[config.mk]
export PLATFORM = sky130hd
export DESIGN_NAME = prt_dptx_ctl_msg_mst
export DESIGN_NICKNAME = d
export VERILOG_FILES = /design/src/rtl/prt_dptx_ctl_pkg.sv /design/src/rtl/prt_dptx_ctl_msg_mst.sv
export SDC_FILE = /design/constraint.sdc
export NUM_CORES = 1
export LEC_CHECK = 0
export CELL_PAD_IN_SITES_DETAIL_PLACEMENT = 1
export CELL_PAD_IN_SITES_GLOBAL_PLACEMENT = 2
export CORE_MARGIN = 1.5
export CORE_UTILIZATION = 41
export CTS_CLUSTER_DIAMETER = 150
export DETAILED_ROUTE_END_ITERATION = 10
export DONT_BUFFER_PORTS = 1
export PLACE_DENSITY_LB_ADDON = 0.1
export SYNTH_ARGS = -nofsm -noshare
export SYNTH_HDL_FRONTEND = slang
export SYNTH_SLANG_ARGS = --single-unit
export TNS_END_PERCENT = 100
[constraint.sdc]
create_clock -name CLK_IN -period 4.8 [get_ports CLK_IN]
set_clock_uncertainty 0.2 [all_clocks]
set_input_delay 1.2 -clock CLK_IN [delete_from_list [all_inputs] [get_ports CLK_IN]]
set_output_delay 1.2 -clock CLK_IN [all_outputs]
set_load 0.1 [all_outputs]
[src/rtl/prt_dptx_ctl_pkg.sv]
// Shared definitions for the DPTX control message path: control bit map,
// message word indices and the source-side frame FSM states.
package prt_dptx_ctl_pkg;

  localparam int P_CTL_WIDTH = 11;

  // Bit positions inside the control word; LANES and BPC are two bits wide
  localparam int CTL_LANES   = 0;
  localparam int CTL_TRN_SEL = 2;
  localparam int CTL_VID0_EN = 3;
  localparam int CTL_VID1_EN = 4;
  localparam int CTL_MST_EN  = 5;
  localparam int CTL_MST_ACT = 6;
  localparam int CTL_SCRM_EN = 7;
  localparam int CTL_TPS4    = 8;
  localparam int CTL_BPC     = 9;

  localparam logic [1:0] MSG_IDX_MSK  = 2'd0;
  localparam logic [1:0] MSG_IDX_CTL  = 2'd1;
  localparam logic [1:0] MSG_IDX_VCTS = 2'd2;

  typedef enum logic [2:0] {
    ST_IDLE,
    ST_HDR,
    ST_MSK,
    ST_CTL,
    ST_VCTS
  } msg_state_t;

  // Masked write as applied by the sink to its control register
  function automatic logic [P_CTL_WIDTH-1:0] masked_write(
    input logic [P_CTL_WIDTH-1:0] cur,
    input logic [P_CTL_WIDTH-1:0] msk,
    input logic [P_CTL_WIDTH-1:0] val
  );
    return (cur & ~msk) | (val & msk);
  endfunction

endpackage

[src/rtl/prt_dptx_ctl_msg_mst.sv]
// Source end of the DPTX control message path: turns one host command into a
// header/mask/control[/VC time-slot] frame and shadows the sink's control register.
module prt_dptx_ctl_msg_mst
  import prt_dptx_ctl_pkg::*;
#(
  parameter int P_MST     = 0,
  parameter int P_MSG_DAT = 16,
  parameter int P_MSG_ID  = 0
) (
  input  logic                   RST_IN,
  input  logic                   CLK_IN,
  input  logic                   CMD_REQ_IN,
  input  logic [10:0]            CMD_MSK_IN,
  input  logic [10:0]            CMD_CTL_IN,
  input  logic [15:0]            CMD_VC_TS_IN,
  input  logic                   CMD_VC_EN_IN,
  output logic                   CMD_BUSY_OUT,
  output logic                   CMD_ACK_OUT,
  output logic                   CMD_ERR_OUT,
  output logic [10:0]            SHD_CTL_OUT,
  output logic [15:0]            SHD_VC_TS_OUT,
  output logic                   MSG_SOM_OUT,
  output logic                   MSG_EOM_OUT,
  output logic [P_MSG_DAT-1:0]   MSG_DAT_OUT,
  output logic                   MSG_VLD_OUT,
  input  logic                   MSG_RDY_IN
);

  localparam logic [P_MSG_DAT-1:0] HDR_WORD = P_MSG_DAT'(P_MSG_ID);

  msg_state_t             state;
  msg_state_t             state_nxt;
  logic [P_CTL_WIDTH-1:0] msk_q;
  logic [P_CTL_WIDTH-1:0] ctl_q;
  logic [15:0]            vc_ts_q;
  logic                   vc_en_q;
  logic [P_CTL_WIDTH-1:0] shd_ctl_q;
  logic [15:0]            shd_vc_ts_q;
  logic                   err_q;
  logic                   vc_en_eff;
  logic                   xfer;
  logic                   cmd_take;

  assign vc_en_eff = CMD_VC_EN_IN & (P_MST != 0);
  assign cmd_take  = CMD_REQ_IN & (state == ST_IDLE);
  assign xfer      = MSG_VLD_OUT & MSG_RDY_IN;

  always_ff @(posedge CLK_IN or posedge RST_IN) begin
    if (RST_IN) state <= ST_IDLE;
    else        state <= state_nxt;
  end

  always_comb begin
    state_nxt = state;
    case (state)
      ST_IDLE: if (CMD_REQ_IN) state_nxt = ST_HDR;
      ST_HDR:  if (xfer) state_nxt = ST_MSK;
      ST_MSK:  if (xfer) state_nxt = ST_CTL;
      ST_CTL:  if (xfer) state_nxt = vc_en_q ? ST_VCTS : ST_IDLE;
      ST_VCTS: if (xfer) state_nxt = ST_IDLE;
      default: state_nxt = ST_IDLE;
    endcase
  end

  // Word outputs depend only on state and captured command, so they hold while stalled
  always_comb begin
    MSG_VLD_OUT = 1'b1;
    MSG_SOM_OUT = 1'b0;
    MSG_EOM_OUT = 1'b0;
    MSG_DAT_OUT = '0;
    case (state)
      ST_HDR: begin
        MSG_SOM_OUT = 1'b1;
        MSG_DAT_OUT = HDR_WORD;
      end
      ST_MSK:  MSG_DAT_OUT = P_MSG_DAT'(msk_q);
      ST_CTL: begin
        MSG_EOM_OUT = ~vc_en_q;
        MSG_DAT_OUT = P_MSG_DAT'(ctl_q);
      end
      ST_VCTS: begin
        MSG_EOM_OUT = 1'b1;
        MSG_DAT_OUT = P_MSG_DAT'(vc_ts_q);
      end
      default: MSG_VLD_OUT = 1'b0;
    endcase
    CMD_BUSY_OUT = MSG_VLD_OUT;
    CMD_ACK_OUT  = MSG_VLD_OUT & MSG_RDY_IN & MSG_EOM_OUT;
  end

  always_ff @(posedge CLK_IN or posedge RST_IN) begin
    if (RST_IN) begin
      msk_q   <= '0;
      ctl_q   <= '0;
      vc_ts_q <= '0;
      vc_en_q <= 1'b0;
    end else if (cmd_take) begin
      msk_q   <= CMD_MSK_IN;
      ctl_q   <= CMD_CTL_IN;
      vc_ts_q <= CMD_VC_TS_IN;
      vc_en_q <= vc_en_eff;
    end
  end

  // Shadow follows the sink: it commits only once the whole frame has been accepted
  always_ff @(posedge CLK_IN or posedge RST_IN) begin
    if (RST_IN) begin
      shd_ctl_q   <= '0;
      shd_vc_ts_q <= '0;
    end else if (CMD_ACK_OUT) begin
      shd_ctl_q <= masked_write(shd_ctl_q, msk_q, ctl_q);
      if (vc_en_q) shd_vc_ts_q <= vc_ts_q;
    end
  end

  always_ff @(posedge CLK_IN or posedge RST_IN) begin
    if (RST_IN) err_q <= 1'b0;
    else        err_q <= CMD_REQ_IN & (state != ST_IDLE);
  end

  assign CMD_ERR_OUT   = err_q;
  assign SHD_CTL_OUT   = shd_ctl_q;
  assign SHD_VC_TS_OUT = (P_MST != 0) ? shd_vc_ts_q : 16'h0000;

endmodule

==> results.txt, run 1 <==
The flow ran to the end, and the final reports show no timing, DRC or antenna violations. The count of input and output buffers came out at 0. The critical register-to-register path startpoint is state[1]$_DFFE_PP0P_. The total number of H-tree levels is 2.

The worst setup slack before clock tree synthesis came out at around 1200 ps. The synthesized design spends more area on one cell type than any other, namely dfrtp_1. The via count came out at 1040. The iteration count of the initial detailed-routing pass is 2. The count of unique library cells instantiated by Yosys is 22. The effective utilization at floorplan came out at between 40% and 50%.

The post-synthesis cell area came out at around 0.0019 mm². The routability-driven placement congestion ratio is around 0.73. The count of nets left with antenna violations once routing finished came out at 0. The area of the die is 0.00495 mm². The clock sink total is 36. The number of rows created at floorplan is 24. In the final timing run, aggregate negative setup slack is 0 ps. The wire length of the first global-routing pass came out at 6040 µm. The period utilization came out at ~80%. The cell sitting at the root of the clock tree is a clkbuf_8.

The worst setup path is launched from a register. After clock tree synthesis, the clock-pin slew on the worst setup and hold paths is approximately 70 ps. The setup fix buffers added after clock tree synthesis came out at 0. The synthesis-to-layout area growth came out at 7.67%. Measured against its own limit, the worst slew margin works out to 33.8%. The cell depth of the worst min-delay path came out at 1.

The number of antenna violations at the first check in global routing was 0. The core region area came out at about 0.0044 mm². The number of max-cap violations is 0.

The number of global-route vias before repair came to about 1100. The worst register-to-register path ends at state[1]$_DFFE_PP0P_. The maximum number of pins on one net before global-route repair came out at 37. The fraction of post-synthesis cell area in the top cell type by area is about 48%. The path with the worst hold slack has its endpoint at ctl_q[0]$_DFFE_PP0P_. The mean post-synth cell area is ~13 µm².

The share of layout cells above drive strength 1 came out at a little under two fifths. The overall global routing resource usage came out at 16.3%. The slew at the pin with the worst max-slew slack came out at 992 ps.

Setup slack on the critical path of the routed design comes to 940 ps. The slowest stage of the critical path belongs to the cell nor2b_1. In this run the deepest clock path goes through 2 buffers.

After synthesis the netlist holds a flip-flop and latch count of 36. The half-perimeter wire length of the detailed placement result came out at 2630 µm. The vertical die dimension came out at between 70 and 80 µm. The post-route minimum period is 3860 ps. The core utilization of the finished layout came out at ~46%. After the first detailed-routing iteration, the DRC count stood at 32. The total DRC errors in the routed layout is 0.

The overflow left after global routing is 0. In this run the register-to-register setup slack is 2370 ps. The number of max-slew violations in the final report came out at 0. In this design, the stage delay of the slowest critical-path cell is between 700 and 800 ps. The count of antenna diodes in the layout came out at 0. Walking the worst path, the cells encountered are inv_1 > ha_1 > nor2_1 > nor2b_1 > a22o_1 > buf_4. The filler cell count came out at 474.

For this design the top-level I/O count stands at a little over 90. The path class of the tightest hold or removal check is reg2reg. The part of the Yosys area used for sequential elements came out at approximately half. The worst hold path begins at ctl_q[0]$_DFFE_PP0P_. The latest clock arrival within the worst-skew pair came out at ~280 ps.

The average via count per standard cell came out at 4.95. The die outline width is about 70 µm. The final hold violation count is 0. The average wire per standard cell is about 18 µm.

The quantity of gates resized following cts came out at 0. The number of synthesis warnings came out at 0. The arrival time at the worst endpoint is roughly 2500 ps. Static timing analysis puts the maximum clock frequency at between 200 and 300 MHz.

The number of hold buffers added after CTS was 0. The library cell used most frequently in the layout, excluding fill and tap cells, is dfrtp_1. TritonCTS built the clock tree. In the layout the commonest cells are dfrtp_1 (36), mux2_2 (22), conb_1 (21). The number of placed instances, taps included, is about 200. The number of endpoints failing setup at the final stage came out at 0.

The cell count after synthesis came out at 144. The detailed-route wire length came out at approximately 3700 µm. Of all nets on the critical path, the largest fanout is 10. By area the synthesized netlist is led by dfrtp_1 (48%), mux2_2 (13%), buf_4 (8.9%). The data required time of the worst path came out at between 3000 and 4000 ps. The path depth of the worst reg2reg path came out at 5. The number of buffers created by CTS is 5. The number of nets at the end of the flow is roughly 210. The count of non-filler cells in the finished layout came out at 210.

The kind of end point of the critical path is an output port. The critical path is of the reg2out type. Setup repair after global routing left no endpoint under its margin.
-- synthesized netlist by cell type (all sizes together) --
library cell  count
a22o             10
a22oi             1
and2              1
buf              26
clkbuf            1
conb              1
dfrtp            36
ha                7
inv               5
mux2             34
mux2i             1
nand2            12
nor2              3
nor2b             3
o21bai            1
o221ai            1
or2b              1
-- per-layer routing --
metal	global-route usage (%)	vias to the layer above	wire length (µm)
li1	-	470	-
met1	18.5	515	1490
met2	27.7	48	1890
met3	6.35	7	277
met4	5.77	0	48
met5	0	-	0
-- layout make-up --
class / count / area (µm²) / share of cell area, %
Clock inverter: 2 / 35.0 / 1.75
Sequential cell: 36 / 901 / 45.0
Tap cell: 52 / 65.1 / 3.25
Clock buffer: 6 / 72.6 / 3.62
Timing Repair Buffer: 13 / 97.6 / 4.87
Multi-Input combinational cell: 96 / 812 / 40.6
Inverter: 5 / 18.8 / 0.938
-- stage by stage --
stage | hold slack [ps] | instance area, µm²
global route | 348 | 2000
detailed placement | 324 | 1890
finish | 334 | 2000
global placement | 302 | 1890
floorplan | 287 | 1930
CTS | 339 | 2000
-- logic make-up (layout without fill, tap and decap cells) --
kind of cell | count (synthesis) | in the layout | share of synthesized area [%]
simple gates | 20 | 20 | 5.18
flops | 36 | 36 | 48.5
buf+inv | 32 | 26 | 12.2
fa+ha+maj | 7 | 7 | 4.71
mux | 35 | 35 | 22.9
other cells | 1 | 21 | 0.202
compound gates | 13 | 13 | 6.33
-- critical path, delay by kind of cell (launching register included) --
family / cells / cell delay [ps]
flip-flops: 1 / 430
AO/OA/AOI/OAI: 1 / 240
AND/OR/NAND/NOR: 2 / 830
buffers and inverters: 2 / 460
adder cells (fa/ha/maj): 1 / 200
-- worst max-delay path by stage --
stage                                    start             end  cells after the start  slack (ps)
after floorplan           state[1]$_DFFE_PP0P_  MSG_DAT_OUT[8]                      3         740
after global placement    state[0]$_DFFE_PP0P_  MSG_DAT_OUT[3]                      6        1210
after detailed placement  state[0]$_DFFE_PP0P_  MSG_DAT_OUT[3]                      6        1210
after CTS                 state[0]$_DFFE_PP0P_  MSG_DAT_OUT[3]                      6         870
after global routing      state[0]$_DFFE_PP0P_  MSG_DAT_OUT[7]                      6         740
final                     state[0]$_DFFE_PP0P_  MSG_DAT_OUT[9]                      6         940
Power of run 1 is not shown: default switching activity piles up to over one toggle a cycle in this logic, so the estimate is an artifact.
==> inputs of run 2 (changes only) <==
--- a/config.mk
+++ b/config.mk
@@ -8,7 +8,7 @@
 export CELL_PAD_IN_SITES_DETAIL_PLACEMENT = 1
 export CELL_PAD_IN_SITES_GLOBAL_PLACEMENT = 2
 export CORE_MARGIN = 1.5
-export CORE_UTILIZATION = 41
+export CORE_UTILIZATION = 34
 export CTS_CLUSTER_DIAMETER = 150
 export DETAILED_ROUTE_END_ITERATION = 10
 export DONT_BUFFER_PORTS = 1
==> constraint.sdc (replaced) <==
create_clock -name CLK_IN -period 3.55 [get_ports CLK_IN]
set_clock_uncertainty 0.2 [all_clocks]
set_input_delay 0.8875 -clock CLK_IN [delete_from_list [all_inputs] [get_ports CLK_IN]]
set_output_delay 0.8875 -clock CLK_IN [all_outputs]
set_load 0.1 [all_outputs]
==> results.txt, run 2 (same netlist as run 1, synthesis figures left out) <==
The final hold violation count came out at 0 (unchanged). The worst reg-to-reg setup slack was 1540 ps (-830 ps). The quantity of gates resized following cts is 1 (+1). The area taken by flip-flops and latches came out at 901 µm² (unchanged). CTS placed an instance of clkbuf_8 at the clock tree root. The hold buffer count at cts was 0 (unchanged). The count of antenna diodes in the layout is 0 (unchanged).

The maximum number of pins on one net before global-route repair came out at 23 (-38%). The latest clock arrival within the worst-skew pair came to 280 ps (about the same). The vertical die dimension came to 77.0 µm (+9.4%). The setup fix buffers added after clock tree synthesis came out at 0 (unchanged). The clock transition at the registers of the reported paths is 70 ps (about the same). The routability-driven placement congestion ratio came out at 0.715 (-2.2%). The cell depth of the worst min-delay path came out at 1 (unchanged). The filler cell count came out at 551 (+16%). The number of buffers created by CTS came out at 5 (unchanged). The min-delay analysis places its worst path in the category reg2reg. The arrival time at the worst endpoint came to 2120 ps (-340 ps). The core region area is 0.00520 mm² (+20%). The wire length of the first global-routing pass was 6590 µm (+9.1%). The share of layout cells above drive strength 1 came out at 38.4% (+1.7 points). The cell area after placement came to 0.00205 mm² (+8.2%). The relative slew slack came to 38.2% (+4.3 points).

The iteration count of the initial detailed-routing pass is 2 (unchanged). The worst setup path is captured at an output port. The maximum count of clock buffers along a single path is 2 (unchanged). The minimum setup slack in the final design is 340 ps (-600 ps). The number of placed instances, taps included came out at 221 (+9.4%).

The worst setup slack before clock tree synthesis was 270 ps (-936 ps). The number of rows created at floorplan is 26 (+8.3%). The count of input and output buffers was 0 (unchanged).

The average wire per standard cell came to 17.4 µm (-1.1%). The I/O pin total is 92 (unchanged). The post-route minimum period is between 3000 and 4000 ps. Setup repair after global routing left no endpoint under its margin. The path depth of the worst reg2reg path is 6 (+1). The count of non-filler cells in the finished layout was 229 (+9.0%). The number of nets at the end of the flow is 208 (+0.48%).

The classification of the worst setup path is reg2out. The critical path launch point type is a register. The critical path goes through inv_1 > ha_1 > nor2b_2 > a22o_1 > buf_12.

The multi-input gate area in the final layout is 815 µm² (+0.31%). The number of max-cap violations is 0 (unchanged). The flow ran to the end, and the final reports show no timing, DRC or antenna violations. The overall global routing resource usage came out at 14.6% (-1.6 points). The number of global-route vias before repair is 1229 (+7.1%). The biggest cell delay along the critical path came out at 540 ps (-210 ps). The effective utilization at floorplan came out at 35.7% (-7.0 points). The total DRC errors in the routed layout came out at 0 (unchanged). The via count was 1051 (+1.1%). TritonCTS built the clock tree. The DRC violation total after the first TritonRoute iteration came out at 52 (+63%). The number of nets with antenna violations after detailed routing is 0 (unchanged). The half-perimeter wire length of the detailed placement result came to 3020 µm (+15%). The slowest stage of the critical path belongs to the cell nor2b_2. The library cells used most frequently in the layout, excluding fill and tap cells, are dfrtp_1 (36), mux2_2 (22), conb_1 (21). The data required time of the worst path is 2460 ps (-940 ps). The number of max-slew violations in the final report is 0 (unchanged). The area of the die came out at 0.00592 mm² (+20%). The number of antenna violations at the first check in global routing is 0 (unchanged). The die outline width is 77.0 µm (+9.4%). In the finished design, the share of the clock period the worst path needs comes to about 90%. The overflow left after global routing is 0 (unchanged).

The final total negative setup slack came out at 0 ps (unchanged). The post-route cell area came out at 0.00218 mm² (+8.8%). The average via count per standard cell came out at 4.59 (-7.3%). The slew at the pin with the worst max-slew slack is 928 ps (-64.8 ps).

The number of endpoints failing setup at the final stage came out at 0 (unchanged). The library cell used most frequently in the layout, excluding fill and tap cells, is dfrtp_1. The critical-path maximum fanout is 10 (unchanged). The clock sink total is 36 (unchanged). The synthesis-to-layout area growth is 17.2%.

The total number of H-tree levels came out at 2 (unchanged). The detailed-route wire length is 3990 µm (+7.8%). For this run, the top clock speed supported by timing is about 310 MHz.
==> run 2: critical path, delay by kind of cell (launching register included) <==
family,cells,cell delay [ps]
simple gates,1,540
flops,1,430
buf+inv,2,360
compound gates,1,280
fa+ha+maj,1,240
==> run 2: cell type report <==
class	instances	share of cell area (%)
clock buffers	7	4.42
clock inverters	1	1.38
well taps	70	4.02
repair buffers	14	10.6
multi-input cells	96	37.4
flip-flops and latches	36	41.4
inverters	5	0.862
==> run 2: path summary, 6_finish.rpt <==
check / from / endpoint
max: state[0]$_DFFE_PP0P_ / MSG_DAT_OUT[4]
min: ctl_q[4]$_DFFE_PP0P_ / register
max reg2reg: state[1]$_DFFE_PP0P_ / state[1]$_DFFE_PP0P_
min reg2reg: ctl_q[4]$_DFFE_PP0P_ / register
max in group asynchronous: RST_IN / state[1]$_DFFE_PP0P_
min in group asynchronous: RST_IN / ctl_q[0]$_DFFE_PP0P_
==> run 2: metrics by stage <==
stage	hold WS [ps]	util (%)
3_5_place_dp	318	39.4
3_3_place_gp	302	39.4
6_report	330	41.9
2_1_floorplan	287	-
5_1_grt	350	41.9
4_1_cts	333	41.9
==> run 2: per-layer routing <==
layer  part of all wire [%]  vias to the layer above  track usage, %
met5                      0                        -               0
met4                    1.1                        0            4.44
met3                    6.1                        6            4.52
met2                     57                       40            28.8
met1                     35                      536            14.3
li1                       -                      469               -
Power of run 2 is left out for the same reason.
